==> config.mk <==
export PLATFORM = sky130hd
export DESIGN_NAME = sram_burst_reader
export DESIGN_NICKNAME = d
export VERILOG_FILES = /design/src/rtl/sram_rd_pkg.sv /design/src/rtl/sram_rd_skid.sv /design/src/rtl/sram_burst_reader.sv
export SDC_FILE = /design/constraint.sdc
export NUM_CORES = 1
export LEC_CHECK = 0
export ABC_AREA = 1
export CAP_MARGIN = 25
export CORE_MARGIN = 1
export CORE_UTILIZATION = 46
export DETAILED_ROUTE_END_ITERATION = 10
export GPL_TIMING_DRIVEN = 0
export PLACE_DENSITY = 0.8
export SETUP_SLACK_MARGIN = 0.2
export SYNTH_ARGS = -nofsm -noshare
export SYNTH_HDL_FRONTEND = slang
export SYNTH_SLANG_ARGS = --single-unit
==> constraint.sdc <==
create_clock -name clk -period 1.54 [get_ports clk]
set_input_delay 0.231 -clock clk [delete_from_list [all_inputs] [get_ports clk]]
set_output_delay 0.231 -clock clk [all_outputs]
set_load 0.02 [all_outputs]
==> src/rtl/sram_rd_pkg.sv <==
// Shared definitions for the SRAM burst reader.
//   state_t    : burst FSM encoding (IDLE / RUN / DRAIN)
//   SKID_DEPTH : entries in the output buffer that absorbs the SRAM read latency
package sram_rd_pkg;

  typedef enum logic [1:0] {
    ST_IDLE  = 2'd0,
    ST_RUN   = 2'd1,
    ST_DRAIN = 2'd2
  } state_t;

  localparam int SKID_DEPTH = 2;

endpackage

==> src/rtl/sram_rd_skid.sv <==
// 2-entry synchronous FIFO holding {last, data} words returned by the SRAM.
// Ports:
//   clk, rst_n           : clock, asynchronous active-low reset
//   flush                : drop all stored entries (occupancy to 0)
//   push, push_data,
//   push_last            : write one word at the tail
//   pop                  : remove the head word (ignored when empty)
//   head_data, head_last : current head word (meaningful while occ > 0)
//   occ                  : number of stored words, 0..2
module sram_rd_skid
  import sram_rd_pkg::*;
#(
  parameter int WIDTH = 32
) (
  input  logic             clk,
  input  logic             rst_n,
  input  logic             flush,
  input  logic             push,
  input  logic [WIDTH-1:0] push_data,
  input  logic             push_last,
  input  logic             pop,
  output logic [WIDTH-1:0] head_data,
  output logic             head_last,
  output logic [1:0]       occ
);

  // Depth is exactly two, so one-bit read/write indices toggle between slots.
  logic [WIDTH:0] entry_q [SKID_DEPTH];
  logic           wr_idx;
  logic           rd_idx;
  logic [1:0]     occ_q;
  logic           do_push;
  logic           do_pop;

  assign do_pop  = pop && (occ_q != 2'd0);
  // A push into a full buffer is only accepted when the head leaves the same cycle.
  assign do_push = push && ((occ_q < 2'(SKID_DEPTH)) || do_pop);

  always_ff @(posedge clk or negedge rst_n) begin
    if (!rst_n) begin
      for (int i = 0; i < SKID_DEPTH; i++) entry_q[i] <= '0;
      wr_idx <= 1'b0;
      rd_idx <= 1'b0;
      occ_q  <= 2'd0;
    end else if (flush) begin
      wr_idx <= 1'b0;
      rd_idx <= 1'b0;
      occ_q  <= 2'd0;
    end else begin
      if (do_push) begin
        entry_q[wr_idx] <= {push_last, push_data};
        wr_idx          <= ~wr_idx;
      end
      if (do_pop) rd_idx <= ~rd_idx;
      case ({do_push, do_pop})
        2'b10:   occ_q <= occ_q + 2'd1;
        2'b01:   occ_q <= occ_q - 2'd1;
        default: occ_q <= occ_q;
      endcase
    end
  end

  assign head_data = entry_q[rd_idx][WIDTH-1:0];
  assign head_last = entry_q[rd_idx][WIDTH];
  assign occ       = occ_q;

endmodule

==> src/rtl/sram_burst_reader.sv <==
// Burst read initiator for a single-port synchronous SRAM (1-cycle registered read).
// Accepts {start address, word count}, issues sequential reads (address wraps at
// the top of the array) and streams the words out with last-word marking.
// Optional feature macro: SRAM_RD_ABORT_EN adds an 'abort' input that cancels an
// active burst, flushing buffered and in-flight words.
// Ports:
//   clk, rst_n                       : clock, asynchronous active-low reset
//   cmd_valid/cmd_ready, cmd_addr,
//   cmd_len                          : burst command (len 0 = no-op, saturates at depth)
//   mem_addr, mem_write_en,
//   mem_data_out                     : SRAM port (write enable held at 0)
//   dout_valid/dout_ready, dout_data,
//   dout_last                        : output word stream
//   busy                             : FSM not idle
//   abort                            : (SRAM_RD_ABORT_EN only) cancel active burst
//   dbg_state, dbg_occ               : FSM state and output-buffer occupancy
// Handshakes: a transfer happens on a rising edge where valid and ready are both 1;
// a producer holding valid keeps its payload stable until that edge, and valid never
// depends on ready.
module sram_burst_reader
  import sram_rd_pkg::*;
#(
  parameter int ADDR  = 4,
  parameter int WIDTH = 32
) (
  input  logic             clk,
  input  logic             rst_n,
  input  logic             cmd_valid,
  output logic             cmd_ready,
  input  logic [ADDR-1:0]  cmd_addr,
  input  logic [ADDR:0]    cmd_len,
  output logic [ADDR-1:0]  mem_addr,
  output logic             mem_write_en,
  input  logic [WIDTH-1:0] mem_data_out,
  output logic             dout_valid,
  input  logic             dout_ready,
  output logic [WIDTH-1:0] dout_data,
  output logic             dout_last,
  output logic             busy,
`ifdef SRAM_RD_ABORT_EN
  input  logic             abort,
`endif
  output state_t           dbg_state,
  output logic [1:0]       dbg_occ
);

  localparam logic [ADDR:0] DEPTH_W = {1'b1, {ADDR{1'b0}}};
  localparam logic [ADDR:0] ONE_W   = {{ADDR{1'b0}}, 1'b1};

  state_t          state, state_nxt;
  logic [ADDR-1:0] rd_ptr;
  logic [ADDR:0]   remaining;
  logic            inflight;
  logic            inflight_last;
  logic [1:0]      occ;
  logic [2:0]      fill;
  logic [ADDR:0]   len_sat;
  logic            cmd_fire;
  logic            pop;
  logic            issue;
  logic            issue_last;
  logic            abort_act;

`ifdef SRAM_RD_ABORT_EN
  assign abort_act = abort && (state != ST_IDLE);
`else
  assign abort_act = 1'b0;
`endif

  assign cmd_ready = (state == ST_IDLE);
  assign cmd_fire  = cmd_valid && cmd_ready;
  assign len_sat   = (cmd_len > DEPTH_W) ? DEPTH_W : cmd_len;
  assign pop       = dout_valid && dout_ready;

  // Words buffered plus the word still coming back from the SRAM. Issuing keeps
  // this at most 2; a same-cycle pop frees a slot for the new read.
  assign fill       = {1'b0, occ} + {2'b00, inflight};
  assign issue      = (state == ST_RUN) && !abort_act &&
                      ((fill < 3'(SKID_DEPTH)) || pop);
  assign issue_last = issue && (remaining == ONE_W);

  always_comb begin
    state_nxt = state;
    case (state)
      ST_IDLE: begin
        if (cmd_fire && (len_sat != '0)) state_nxt = ST_RUN;
      end
      ST_RUN: begin
        if (abort_act)       state_nxt = ST_IDLE;
        else if (issue_last) state_nxt = ST_DRAIN;
      end
      ST_DRAIN: begin
        // Leave once nothing is in flight and the buffer empties after this pop.
        if (abort_act) state_nxt = ST_IDLE;
        else if (!inflight && ((occ == 2'd0) || ((occ == 2'd1) && pop)))
          state_nxt = ST_IDLE;
      end
      default: state_nxt = ST_IDLE;
    endcase
  end

  always_ff @(posedge clk or negedge rst_n) begin
    if (!rst_n) begin
      state         <= ST_IDLE;
      rd_ptr        <= '0;
      remaining     <= '0;
      inflight      <= 1'b0;
      inflight_last <= 1'b0;
    end else begin
      state <= state_nxt;
      if (cmd_fire) begin
        rd_ptr    <= cmd_addr;
        remaining <= len_sat;
      end else if (issue) begin
        rd_ptr    <= rd_ptr + 1'b1;
        remaining <= remaining - 1'b1;
      end
      inflight      <= issue;
      inflight_last <= issue_last;
    end
  end

  sram_rd_skid #(.WIDTH(WIDTH)) u_skid (
    .clk       (clk),
    .rst_n     (rst_n),
    .flush     (abort_act),
    .push      (inflight && !abort_act),
    .push_data (mem_data_out),
    .push_last (inflight_last),
    .pop       (pop),
    .head_data (dout_data),
    .head_last (dout_last),
    .occ       (occ)
  );

  assign dout_valid   = (occ != 2'd0);
  assign mem_addr     = rd_ptr;
  assign mem_write_en = 1'b0;
  assign busy         = (state != ST_IDLE);
  assign dbg_state    = state;
  assign dbg_occ      = occ;

endmodule

Word level (Yosys, flattened, before mapping)
Cells that the tools add are included.

Flip-flop bits (word level): 83. Memories: 0. Latch bits: 0. Output and inout bits: 45. Memory bits (writable): 0. Input port bits: 45. Bits in read-only memories: 0.

Muxes and demuxes: 16. Add/sub/neg operators: 5. Reductions and logical operators: 22. Div/mod/pow operators: 0. Bitwise operators: 4. $mul: 0. Shift-type cells: 0. Magnitude comparators: 6. Equality and inequality tests: 9.

Operators by type and width (count): $mux 33 (4); $bwmux 66 (1); $demux 33 s1 (1); $mux 5 (3); $logic_and 1x1->1 (10); $mux 4 (2); $reduce_bool 2->1 (4); $eq 2x1->1 const B (3); $mux 2 (3); $pmux 2 s3 (1); $eq 5x1->1 const B (1); $gt 5x5->1 const B (1); $reduce_bool 5->1 (1); $sub 5x1->5 const B (1); $add 4x1->4 const B (1); $eq 2x2->1 const B (2); $ge 2x2->1 const B (2); $logic_not 2->1 (2); $ne 2x2->1 const B (2); $not 1->2 (2); $pmux 2 s2 (1); $add 2x1->3 (1); $logic_or 1x1->1 (3); $lt 3x2->1 const B (1); other kinds (8) (9).

Depth between registers and ports, before layout
Gate-level depths: netlist of run 1.

Depth after elaboration: 7. Depth in mapped cells: 10. Gate-level depth less buffers: 10.

By module
Synthesis of run 1 repeated with hierarchy kept, for this count alone.

Cell total of the unflattened synthesis: 510. Area total of the unflattened synthesis: 4087.7 um2.

By module, submodules not included: sram_rd_skid (times used 1, cells each 386, area an instance 3190.6 um2, sequential area each 1751.7 um2); sram_burst_reader (times used 1, cells each 124, area an instance 897.1 um2, sequential area each 325.3 um2).

Worst setup path before layout of run 1
No wires, ideal clock.

Path type: flip-flop to flip-flop. Start point: register u_skid.occ_q[1] (netlist: u_skid.occ[1]). End point: register u_skid.occ_q[1] (netlist: u_skid.occ[1]). Period minus slack after synthesis: 1738 ps. Path buffers: 0. Required time: 1413 ps. Setup slack: -198 ps. Cell stages (with the launch flop): 10. Library setup time: 127 ps. Arrival time: 1611 ps. Path through: dfrtp_1 inv_1 ha_1 inv_2 nand2_4 nand2_4 nand2_1 ha_1 nand2_1 o21ai_0.

Longest elaborated chain between the ends: 7. Elaborated cells on any way between the ends: 12. Those cells by class: add/sub (2); order compare (1); eq/ne (2); mux (1); reduce/logical (6).

Ends and longest elaborated chain: from (decl) (line sram_rd_skid.sv:31) `logic [1:0] occ_q;`; from (signal assigned) (line sram_rd_skid.sv:56) `2'b10: occ_q <= occ_q + 2'd1;`; from (signal assigned) (line sram_rd_skid.sv:57) `2'b01: occ_q <= occ_q - 2'd1;`; from (signal assigned) (line sram_rd_skid.sv:58) `default: occ_q <= occ_q;`; $reduce_bool 2->1 (*) (line sram_burst_reader.sv:136) `assign dout_valid = (occ != 2'd0);`; via dout_valid (line sram_burst_reader.sv:35) `output logic dout_valid,`; $logic_and 1x1->1 (line sram_burst_reader.sv:73) `assign pop = dout_valid && dout_ready;`; $logic_and 1x1->1 (*) (line sram_rd_skid.sv:35) `assign do_pop = pop && (occ_q != 2'd0);`; $logic_or 1x1->1 (line sram_rd_skid.sv:37) `assign do_push = push && ((occ_q < 2'(SKID_DEPTH)) || do_pop);`; $logic_and 1x1->1 (line sram_rd_skid.sv:37); $eq 2x1->1 / $eq 2x2->1 (equally long branches) (line sram_rd_skid.sv:55) `case ({do_push, do_pop})`; $pmux 2 s2 / $reduce_bool 2->1 (equally long branches).

Mark *: on every way through the listed nets, which the timed path passes. The rest lies on a longest branch. A chain may end at the register's enable or synchronous reset.

Worst setup path in the final report of run 1
Start point: register u_skid.rd_idx. End point: output dout_data[22].

Longest elaborated chain between the ends: 4.

Ends and longest elaborated chain: from (decl) (line sram_rd_skid.sv:30) `logic rd_idx;`; from (signal assigned) (line sram_rd_skid.sv:54) `if (do_pop) rd_idx <= ~rd_idx;`; $not 1->2 (implied by the code) (line sram_rd_skid.sv:63) `assign head_data = entry_q[rd_idx][WIDTH-1:0];`; $mux 33 (implied by the code) (line sram_rd_skid.sv:63); $mux 33 (2 in series); to (decl) (line sram_burst_reader.sv:37) `output logic [WIDTH-1:0] dout_data,`.

No other way between the ends. The select of a mux whose other input is x is not followed.

==> impl_metrics.csv, run 1 <==
group,metric,value,unit
min_path,hp-class,"primary input to asynchronous set/reset pin",
job,maxCapViolations,0,
floorplan,die_area,9100,um2
finish,final_common_cell,"nand2_1",
global_routing,busiest_layer,"met2",
power_and_ir_drop,ir_drop,1.19,mV
worst_setup_path,rr_worst_depth,10,
clock_network,cts_made_buffers,9,
detailed_routing,drcViolationCount,0,
power_and_ir_drop,p_leak,3.31,nW
floorplan,core,8340,um2
sta,relSlewSlack,0.631,
global_routing,use_met3,0.0463,
worst_setup_path,crit_type,"flip-flop to output port",
finish,drive_above_1_share,0.503,
placed_design,port_buffers,88,
floorplan,start_util,0.481,
finish,n_antenna_cell,0,
synth,synth_area_leaders,"dfrtp_1, nand2_1, o21ai_1, inv_1, o21ai_2",
detailed_routing,wire_per_inst,19.0,um
synth,synth_top_cell_area_share,0.518,
placed_design,gp_congestion,0.785,
worst_setup_path,start_kind,"flip-flop",
finish,layout.nets,671,
sta,max_freq,0.583,GHz
clock_network,cts-htree-levels,3,
sta,setup_viol,48,
synth,syn_avg_cell_area,8.18,um2
global_routing,gr-usage-met1,0.327,
synth,ys_warn_count,0,
synth,syn_area,4010,um2
synth,yosysSeqAreaShare,0.518,
worst_setup_path,worst_setup_path_end_kind,"output port",
worst_setup_path,crit_path_max_fanout,10,
global_routing,antenna_found_initial,0,
sta,fin_ws,-0.174,ns
global_routing,grtUsageTotal,0.273,
global_routing,gr-total-overflow,0,
power_and_ir_drop,powerDensity,2570,nW/um2
floorplan,ios,90,
sta,tightest_slew,0.554,ns
finish,layout_common_cells,"nand2_1, dfrtp_1, nand2_2",
finish,fillers,442,
finish,syn_to_final_growth,67.6,%
clock_network,clockRootBuffer,"clkbuf_8",
global_routing,met2_usage,0.474,
synth,syn_nets,541,
sta,clock_skew,0.0128,ns
synth,yosysUniqueCellTypes,30,
detailed_routing,vias,3976,
placed_design,pre_cts_slack,-0.404,ns
detailed_routing,drt_first_pass_iters,5,
worst_setup_path,rr_startpoint,"u_skid.occ[1]$_DFFE_PN0P_",
status,violations,"negative setup slack",
detailed_routing,viasPerCell,5.45,
detailed_routing,initialDrtViolationCount,203,
status,status,"finished, violations left",
synth,synthCells,490,
synth,yosys.area.top_type,"dfrtp_1",
floorplan,die_y,95.4,um
floorplan,die_w,95.4,um
sta,hold_viol,0,
power_and_ir_drop,p_total,17.3,mW
detailed_routing,wirelength,13.9,mm
placed_design,place_hpwl,6.49,mm
sta,drv_slew,0,
synth,synth-seq-cells,83,
clock_network,clock_sinks,83,
worst_setup_path,cp_cell_sequence,"buf_6 -> clkinv_8 -> buf_8 -> nand2_1 -> nand2_1 -> buf_6",
worst_setup_path,startpoint,"u_skid.rd_idx$_DFFE_PN0P_",
clock_network,cts_tree,"yes",
sta,finalCritPeriodShare,1.11,
floorplan,fp-row-count,33,
worst_setup_path,cp.required,1.31,ns
worst_setup_path,crit_arrival,1.48,ns
finish,multi_input_area,2340,um2
clock_network,clock_latency,0.37,ns
global_routing,grt_max_degree,45,
clock_network,cts_buffer_depth,2,
sta,setup_tns,-4.65,ns
global_routing,grt_pass1_wl,18.6,mm
worst_setup_path,critPathMaxStageDelay,0.40,ns
detailed_routing,ant_nets,0,
worst_setup_path,r2r_end,"u_skid.entry_q[33]$_DFFE_PN0P_",
sta,rsz0062_at_grt,"yes",
finish,post-route-util,0.806,
worst_setup_path,slowest_stage,"dfrtp_1",
worst_setup_path,r2r_slack,-0.07,ns
sta,finalCriticalPeriod,1.71,ns
global_routing,grt_pass1_vias,3866,
finish,regArea,2080,um2
clock_network,path_clk_slew,0.09,ns
-- power by group --
part	switching, mW	internal [mW]
clock network	0.824	0.950
registers	1.17	3.25
logic	5.79	5.31
-- metal layers --
layer / routed length [um] / vias to the layer above / share of wire
li1: - / 1777 / -
met1: 5120 / 1920 / 0.37
met2: 7120 / 215 / 0.51
met3: 944 / 64 / 0.068
met4: 678 / 0 / 0.049
met5: 0 / - / 0
-- area by class of cell --
| cell class | count | share of cell area |
|---|---|---|
| well taps | 105 | 0.0195 |
| clock buffers | 11 | 0.0210 |
| repair buffers | 119 | 0.203 |
| clock inverters | 4 | 0.0112 |
| inverters | 51 | 0.0318 |
| flip-flops and latches | 83 | 0.310 |
| plain buffers | 24 | 0.0549 |
| multi-input cells | 332 | 0.348 |
-- critical path, delay by kind of cell, from the launching register on --
family / cells / cell delay, ns
buffers and inverters: 4 / 0.56
DFF: 1 / 0.40
and+or+nand+nor: 2 / 0.17
-- flip-flops by register name, indices dropped and copies added, names as in the netlist --
| name | cells |
|---|---|
| dbg_state | 2 |
| inflight | 1 |
| inflight_last | 1 |
| mem_addr | 4 |
| remaining | 5 |
| u_skid.entry_q | 66 |
| u_skid.occ | 2 |
| u_skid.rd_idx | 1 |
| u_skid.wr_idx | 1 |
-- worst max-delay path by stage --
stage | to | slack [ns] | cells past startpoint
floorplan | u_skid.entry_q[0]$_DFFE_PN0P_ | 0.03 | 10
global placement | u_skid.occ[0]$_DFFE_PN0P_ | -2.84 | 1
detailed placement | dout_data[27] | -0.40 | 5
CTS | dout_data[27] | -0.04 | 6
global route | dout_data[21] | -0.22 | 6
finish | dout_data[22] | -0.17 | 6
-- repair_timing --
| action | in CTS | in global routing |
|---|---|---|
| endpoints found under the setup margin | 122 | 121 |
| pin swaps | 15 | 9 |
| gates cloned | 7 | 0 |
| resized for setup | 397 | 132 |
| hold buffers | 1 | 0 |
| buffers inserted | 17 | 5 |
| endpoints found under the hold margin | 39 | 0 |
-- synth_stat cells (all sizes together) --
master	n
nand2	222
dfrtp	83
o21ai	75
inv	49
buf	18
nand3	11
clkbuf	6
ha	6
nor2	5
xnor2	3
a21oi	2
clkinv	2
nand3b	2
xor2	2
conb	1
nand4	1
o31ai	1
or2	1
-- cells by family after synthesis --
| logic type | share of synthesized area |
|---|---|
| and+or+nand+nor | 0.241 |
| DFF | 0.518 |
| AOI/OAI and AO/OA | 0.118 |
| buffers and inverters | 0.0924 |
| adders and majority gates | 0.0187 |
| xor gates and xnor gates | 0.0109 |
| other | 0.000935 |
-- metrics by stage --
step	hold slack [ns]	cell area, um2	cells
floorplan	-0.0646	4080	490
global placement	0.465	5090	683
detailed placement	0.248	5110	684
CTS	0.419	6210	724
global route	0.455	6720	729
finish	0.389	6720	729
No activity file was read; power rests on OpenSTA's default activity.
==> inputs of run 2 (changes only) <==
CORE_ASPECT_RATIO = 2   (was not set)
CTS_CLUSTER_SIZE = 14   (was not set)
==> impl_metrics.csv, run 2 (synthesized netlist as in run 1, its figures left out) <==
group,metric,value,unit
sta,finalCritPeriodShare,1.12,
clock_network,clockRootBuffer,"clkbuf_16",
floorplan,fp-row-count,47,
job,maxCapViolations,0,
clock_network,path_clk_slew,0.06,ns
sta,drv_slew,0,
power_and_ir_drop,powerDensity,2680,nW/um2
finish,post-route-util,0.820,
finish,final_cells,734,
detailed_routing,ant_nets,0,
floorplan,die_area,9120,um2
sta,hold_viol,0,
finish,fillers,434,
worst_setup_path,cp.required,1.31,ns
global_routing,grt_max_degree,74,
sta,finalCriticalPeriod,1.73,ns
finish,final_common_cell,"nand2_1",
detailed_routing,viasPerCell,5.74,
worst_setup_path,slowest_stage,"dfrtp_1",
floorplan,die_y,134,um
clock_network,cts_buffer_depth,2,
detailed_routing,vias,4210,
worst_setup_path,critPathMaxStageDelay,0.39,ns
sta,clock_skew,0.00879,ns
status,violations,"negative setup slack",
clock_network,clock_sinks,83,
finish,top_register,"u_skid.entry_q",
placed_design,place_hpwl,7.07,mm
detailed_routing,wirelength,15.8,mm
finish,syn_to_final_growth,70.8,%
finish,layout.nets,682,
worst_setup_path,worst_setup_path_end_kind,"output port",
clock_network,cts_made_buffers,9,
sta,hold_slack,0.253,ns
finish,layout_common_cells,"nand2_1, dfrtp_1, nand2_2",
status,status,"finished, violations left",
sta,fin_ws,-0.191,ns
global_routing,antenna_found_initial,0,
sta,setup_tns,-5.54,ns
detailed_routing,drt_first_pass_iters,5,
worst_setup_path,crit_type,"flip-flop to output port",
power_and_ir_drop,p_total,18.4,mW
worst_setup_path,r2r_slack,-0.10,ns
global_routing,gr-total-overflow,0,
finish,largest_reg_flops,66,
placed_design,gp_congestion,0.797,
power_and_ir_drop,p_leak,3.48,nW
clock_network,cts-htree-levels,3,
placed_design,dp_cells,677,
global_routing,grt_pass1_wl,20.5,mm
sta,max_freq,0.578,GHz
clock_network,cts_tree,"yes",
worst_setup_path,crit_arrival,1.50,ns
sta,setup_viol,62,
worst_setup_path,crit_buf_inv,4,
detailed_routing,initialDrtViolationCount,315,
worst_setup_path,cp_common_cell,"buf_8",
detailed_routing,wire_per_inst,21.5,um
global_routing,grt_pass1_vias,4205,
worst_setup_path,crit_path_max_fanout,10,
min_path,hp-class,"primary input to asynchronous set/reset pin",
placed_design,placed_area,5100,um2
placed_design,port_buffers,88,
floorplan,ios,90,
floorplan,core,8350,um2
floorplan,die_w,68.0,um
placed_design,pre_cts_slack,-0.409,ns
finish,drive_above_1_share,0.469,
global_routing,grtUsageTotal,0.307,
finish,final_area,6850,um2
worst_setup_path,cp_cell_sequence,"buf_8 -> clkinv_8 -> buf_8 -> nand2_1 -> nand2_2 -> buf_6",
worst_setup_path,start_kind,"flip-flop",
floorplan,start_util,0.480,
power_and_ir_drop,ir_drop,1.63,mV
worst_setup_path,critPathTopFamily,"buffers and inverters",
sta,rsz0062_at_grt,"yes",
clock_network,clock_latency,0.36,ns
detailed_routing,drcViolationCount,0,
finish,n_antenna_cell,0,
[run 2: cell types whose count changed in the layout (fill, tap and decap cells not counted), sizes merged]
| cell | change |
|---|---|
| clkinvlp | -1 |
| buf | +9 |
| dlygate4sd2 | +1 |
| inv | -1 |
| clkinv | +3 |
| clkdlybuf4s15 | -2 |
| clkbuf | +3 |
[run 2: worst paths after layout]
path | startpoint | to | cells past startpoint
setup / recovery | u_skid.rd_idx$_DFFE_PN0P_ | dout_data[20] | 6
hold / removal | rst_n | u_skid.entry_q[63]$_DFFE_PN0P_ | 2
setup reg to reg | u_skid.occ[1]$_DFFE_PN0P_ | u_skid.entry_q[34]$_DFFE_PN0P_ | 11
hold reg to reg | u_skid.entry_q[50]$_DFFE_PN0P_ | u_skid.entry_q[50]$_DFFE_PN0P_ | 2
max in group asynchronous | rst_n | u_skid.occ[0]$_DFFE_PN0P_ | 3
min in group clk | mem_data_out[9] | u_skid.entry_q[42]$_DFFE_PN0P_ | 3
[run 2: cell type report]
type / count / area, um2 / area share
multi-input cells: 332 / 2260 / 0.330
repair inverters: 1 / 11.3 / 0.00164
plain buffers: 24 / 377 / 0.0550
well taps: 98 / 123 / 0.0179
repair buffers: 129 / 1460 / 0.213
flip-flops and latches: 83 / 2080 / 0.304
inverters: 51 / 210 / 0.0307
clock inverters: 4 / 72.6 / 0.0106
clock buffers: 12 / 256 / 0.0374
[run 2: worst register-to-register path, delay by kind of cell, from the launching register on]
family | cells | cell delay [ns]
compound gates | 1 | 0.08
fa+ha+maj | 1 | 0.16
buf+inv | 5 | 0.56
flops | 1 | 0.38
simple gates | 4 | 0.35
[run 2: report_power, final]
group | switching, mW | internal, mW | leakage [nW]
registers | 1.19 | 3.26 | 1.03
clock network | 0.921 | 1.51 | 0.159
logic | 6.11 | 5.38 | 2.29
total | 8.22 | 10.1 | 3.48
[run 2: metal layers]
metal | vias to the layer above | GRT usage | wire length (um)
met5 | - | 0 | 0
met4 | 0 | 0.191 | 1030
met3 | 91 | 0.0604 | 858
met2 | 232 | 0.551 | 8780
met1 | 2069 | 0.303 | 5080
li1 | 1818 | - | -
[run 2: what timing repair did]
item | 4_1_cts | 5_1_grt
buffers inserted | 18 | 9
gates resized for setup | 387 | 107
endpoints found under the setup margin | 122 | 115
endpoints found under the hold margin | 10 | 0
gates cloned | 11 | 2
pin swaps | 21 | 20
hold buffers | 1 | 0
==> inputs of run 3 (changes only) <==
ABC_CLOCK_PERIOD_IN_PS = 1540   (was not set)
CORE_UTILIZATION = 53   (was 46)
DONT_BUFFER_PORTS = 1   (was not set)
PLACE_DENSITY = 0.74   (was 0.8)
==> impl_metrics.csv, run 3 (synthesized netlist as in run 1, its figures left out) <==
group,metric,value,unit
status,status,"finished, violations left",
status,violations,"negative hold slack, negative setup slack",
floorplan,die_y,125,um
detailed_routing,viasPerCell,5.79,
detailed_routing,ant_nets,0,
finish,final_common_cell,"nand2_4",
clock_network,cts-htree-levels,3,
placed_design,dp_cells,582,
finish,multi_input_area,2570,um2
worst_setup_path,rr_worst_depth,10,
placed_design,gp_congestion,0.758,
finish,layout.nets,585,
placed_design,place_hpwl,6.21,mm
power_and_ir_drop,combPwrFrac,0.594,
power_and_ir_drop,ir_drop,1.69,mV
finish,layout_common_cells,"nand2_4, dfrtp_1, nand2_1",
global_routing,antenna_found_initial,0,
floorplan,die_area,7940,um2
clock_network,clock_latency,0.34,ns
sta,fin_ws,-0.211,ns
clock_network,clock_sinks,83,
clock_network,clockRootBuffer,"clkbuf_16",
detailed_routing,wire_per_inst,21.5,um
worst_setup_path,worst_setup_path_end_kind,"flip-flop",
finish,drive_above_1_share,0.525,
sta,finalCriticalPeriod,1.75,ns
finish,fillers,357,
floorplan,core,7270,um2
power_and_ir_drop,powerDensity,2750,nW/um2
detailed_routing,drcViolationCount,0,
power_and_ir_drop,clkPwrFrac,0.126,
detailed_routing,wirelength,13.6,mm
floorplan,fp-row-count,44,
power_and_ir_drop,p_leak,3.13,nW
clock_network,cts_made_buffers,9,
sta,setup_viol,107,
worst_setup_path,r2r_slack,-0.21,ns
global_routing,grt_max_degree,84,
worst_setup_path,r2r_end,"u_skid.entry_q[50]$_DFFE_PN0P_",
finish,syn_to_final_growth,52.6,%
global_routing,gr-total-overflow,0,
power_and_ir_drop,seqPwrFrac,0.280,
finish,n_antenna_cell,0,
worst_setup_path,cp.required,1.75,ns
sta,clock_skew,0.00682,ns
detailed_routing,initialDrtViolationCount,347,
detailed_routing,drt_first_pass_iters,4,
finish,regArea,2080,um2
power_and_ir_drop,p_int,8.87,mW
power_and_ir_drop,switching_share,0.474,
worst_setup_path,crit_type,"flip-flop to flip-flop",
sta,drv_slew,0,
placed_design,placed_area,4190,um2
placed_design,port_buffers,0,
sta,max_freq,0.571,GHz
job,maxCapViolations,0,
clock_network,cts_tree,"yes",
sta,hold_viol,83,
finish,final_cells,631,
clock_network,path_clk_slew,0.06,ns
worst_setup_path,start_kind,"flip-flop",
finish,largest_reg_flops,66,
global_routing,grt_pass1_vias,3596,
global_routing,grtUsageTotal,0.296,
power_and_ir_drop,p_switching,7.98,mW
worst_setup_path,crit_end,"u_skid.entry_q[50]$_DFFE_PN0P_",
min_path,hp-class,"primary input to asynchronous set/reset pin",
global_routing,grt_pass1_wl,17.9,mm
finish,final_area,6120,um2
sta,rsz0062_at_grt,"yes",
floorplan,start_util,0.552,
sta,finalCritPeriodShare,1.14,
worst_setup_path,startpoint,"u_skid.occ[1]$_DFFE_PN0P_",
sta,hold_slack,-0.420,ns
worst_setup_path,rr_startpoint,"u_skid.occ[1]$_DFFE_PN0P_",
clock_network,cts_buffer_depth,2,
floorplan,ios,90,
floorplan,die_w,63.5,um
detailed_routing,vias,3652,
worst_setup_path,crit_path_max_fanout,8,
worst_setup_path,crit_arrival,1.96,ns
finish,top_register,"u_skid.entry_q",
run 3: area by class of cell:
class                           count  share of cell area
Clock buffer                       15              0.0470
Inverter                           51              0.0348
Timing Repair Buffer               32              0.0793
Timing Repair inverter              1             0.00266
Multi-Input combinational cell    332               0.419
Buffer                             24              0.0570
Clock inverter                      1            0.000818
Tap cell                           92              0.0188
Sequential cell                    83               0.340
run 3: worst min-delay path by stage:
stage / to / slack (ns) / startpoint
2_1_floorplan: dbg_state[0]$_DFFE_PN0P_ / -0.06 / rst_n
3_3_place_gp: u_skid.entry_q[51]$_DFFE_PN0P_ / -0.06 / rst_n
3_5_place_dp: u_skid.entry_q[51]$_DFFE_PN0P_ / -0.06 / rst_n
4_1_cts: u_skid.occ[0]$_DFFE_PN0P_ / -0.42 / rst_n
5_1_grt: u_skid.entry_q[50]$_DFFE_PN0P_ / -0.43 / rst_n
6_report: u_skid.entry_q[18]$_DFFE_PN0P_ / -0.42 / rst_n
run 3: stage by stage:
stage	worst slack, ns	setup TNS [ns]	power (mW)	hold slack (ns)	utilization
2_1_floorplan	0.0347	0	8.38	-0.0646	-
3_5_place_dp	-0.234	-8.28	9.45	-0.0624	0.577
3_3_place_gp	-0.197	-7.06	9.25	-0.0626	0.577
6_report	-0.211	-10.89	16.9	-0.420	0.842
5_1_grt	-0.265	-16.79	17.6	-0.425	0.842
4_1_cts	-0.103	-5.27	14.6	-0.421	0.765
run 3: worst max-delay path, cell delays in order, from the launching register on:
cell       delay [ns]
dfrtp_2          0.51
inv_2            0.09
ha_4             0.19
inv_8            0.08
nand2_8          0.07
nand2_8          0.07
nand3b_4         0.11
buf_12           0.18
clkbuf_16        0.16
nand2_2          0.07
o21ai_1          0.08
run 3: power groups by stage:
stage | Combinational [mW] | Sequential, mW | Clock, mW
2_1_floorplan | 4.47 | 3.91 | 0
3_3_place_gp | 5.23 | 4.02 | 0
3_5_place_dp | 5.37 | 4.08 | 0
4_1_cts | 8.18 | 4.33 | 2.10
5_1_grt | 10.6 | 4.80 | 2.22
6_report | 10.0 | 4.72 | 2.12
run 3: timing repair:
item,in CTS,in global routing
gates cloned,8,3
setup buffers,15,7
setup endpoints to repair,116,116
endpoints found under the hold margin,83,83
pin swaps,31,32
resized for setup,204,125
run 3: layer usage:
metal	vias to the layer above	share of wire	track usage
met5	-	0	0
met4	0	0.055	0.136
met3	57	0.051	0.0620
met2	161	0.55	0.543
met1	1816	0.34	0.313
li1	1618	-	-
==> patch (flow settings as in run 3) <==
Build with the macro `SRAM_RD_ABORT_EN` defined.
--- a/src/rtl/sram_burst_reader.sv
+++ b/src/rtl/sram_burst_reader.sv
@@ -19,2 +19,4 @@
 // depends on ready.
+`define SRAM_RD_ABORT_EN
+
 module sram_burst_reader
Interface: changed (added abort); port bits go from 90 to 91. The function was not compared with the original's and may differ.
==> patch against run 3 <==
  * The flow still finishes with violations (hold timing, setup timing)
  * Setup slack lost 160 ps
  * Wire length grew 3.5%
  * Power shrank 19%
  * Sequential power shrank 7.4%
  * Sequential cell count is the same
  * Critical path depth grew 2
  * Via count grew 1.7%
  * Design area grew 1.8%
  * Area after synthesis grew 0.28%
  * Critical path type unchanged
  * Largest cell class unchanged
==> patch: results (changes against run 3) <==
Status
  • Outcome: finished with violations
  • Failing checks: hold timing, setup timing

Placement
  • DP Worst Slack: -345 ps (-111 ps)
  • # placed instances: 589 (+1.2%)
  • Post-DP HPWL: 6.34 mm (+2.2%)
  • Final Wtd Congestion: 0.841 (+11%)
  • Post-DP Area: 0.00419 mm^2 (-0.12%)

Route
  • Drt pass-1 iters: 4 (unchanged)
  • Routed wire per std cell: 22.0 um (+2.5%)
  • Post-Route WL: 14.0 mm (+3.5%)
  • DR iter-0 viols: 324 (-6.6%)
  • DR vias: 3713 (+1.7%)

GRT
  • Total Routing Usage GR: 29.0% (-0.63 points)
  • Global-route wire length before repair: 17.6 mm (-1.8%)

Clock network
  • Worst-Skew Late Latency: 340 ps (about the same)
  • Maximum root-to-sink buffer count: 2 (unchanged)
  • Root Driver: clkbuf_16

Worst setup path
  • R2R depth: 12 (+2)
  • R2r endpoint: u_skid.entry_q[18]
  • CP Max Fanout: 5 (-3)
  • RR Startpoint: u_skid.occ[0]
  • Worst endpoint data arrival time: 2120 ps (+160 ps)

STA
  • Hold Fails Final Rpt: 83 (unchanged)
  • Worst hold slack: -419 ps (+0.410 ps)
  • Setup TNS: -22500 ps (-11610 ps)
  • Final setup vio count: 100 (-6.5%)
  • Fin worst setup slack: -368 ps (-158 ps)
  • Layout Skew: 4.33 ps (-2.49 ps)

Synthesis
  • Synth top area cells: dfrtp_1 52%, nand2_1 20%, o21ai_1 6.5%
  • Post-Syn Instances: 497 (+1.4%)
  • Distinct cells, synth: 27 (-10%)
  • Post-synth net total: 548 (+1.3%)
  • Register area share after synthesis: 51.6% (-0.15 points)
  • Synth top cells by count: 212 x nand2_1, 83 x dfrtp_1, 52 x o21ai_1, 51 x inv_1, 17 x o21ai_2

Final layout
  • Most flop-heavy register: u_skid.entry_q
  • Final net count: 595 (+1.7%)
  • Fill cell count: 332 (-7.0%)
  • Final Util: 85.1% (+0.90 points)
  • Share of layout cells above drive strength 1: 54.9% (+2.4 points)

Min path
  • Worst hold path type: in -> async

Power and ir drop
  • LEAKAGE: 3.19 nW (+1.8%)
  • Total net switching power: 6.30 mW (-21%)
  • Worst IR drop on VDD: 1450 uV (-14%)
==> patch: worst max-delay path, stage by stage, from the launching register on <==
cell,delay (ps)
dfrtp_2,490
inv_2,80
ha_4,180
inv_8,80
nand2_8,60
nand2_4,70
nand2_4,60
nor2_4,180
nand2_4,120
buf_12,170
clkbuf_16,150
nand2_1,70
o21ai_1,70
==> patch: power groups by stage <==
stage / Clock (mW) / Combinational [mW] / Sequential, mW
5_1_grt: 2.05 / 7.71 / 4.42
2_1_floorplan: 0 / 3.17 / 3.62
4_1_cts: 1.95 / 6.02 / 4.00
3_3_place_gp: 0 / 3.70 / 3.72
6_report: 1.97 / 7.32 / 4.37
3_5_place_dp: 0 / 3.80 / 3.76
==> patch: layout make-up <==
class	instances	area share, %
clock buffer	12	4.11
multi-input combinational	336	42.5
inverter	54	3.69
sequential	83	33.4
timing repair buffer	36	8.07
buffer	24	6.38
tap	92	1.85
==> patch: worst max path at each step <==
stage,start,endpoint,depth (start not counted)
finish,u_skid.occ[0],u_skid.entry_q[18],12
global route,u_skid.occ[0],u_skid.entry_q[18],12
CTS,u_skid.occ[0],u_skid.entry_q[47],12
detailed placement,u_skid.occ[0],u_skid.entry_q[47],12
global placement,u_skid.occ[1],u_skid.entry_q[43],10
floorplan,u_skid.occ[1],u_skid.entry_q[26],12
==> patch: layer usage <==
layer | global-route usage (%) | wire length (um) | vias up
met5 | 0 | 0 | -
met4 | 12.7 | 771 | 0
met3 | 7.76 | 771 | 59
met2 | 54.3 | 7940 | 165
met1 | 28.6 | 4560 | 1860
li1 | - | - | 1629
==> patch: repair_timing <==
item,in CTS,in global routing
pin swaps,37,38
gates cloned,7,5
endpoints found under the hold margin,83,83
resized for setup,234,140
buffers inserted,14,10
endpoints found under the setup margin,118,119
==> patch: cells by family after synthesis <==
family / after synthesis / synth area share, %
and+or+nand+nor: 241 / 24.1
xor gates and xnor gates: 4 / 0.871
buffers and inverters: 78 / 9.27
other: 1 / 0.0933
adders and majority gates: 5 / 1.56
DFF: 83 / 51.6
AOI/OAI and AO/OA: 85 / 12.4
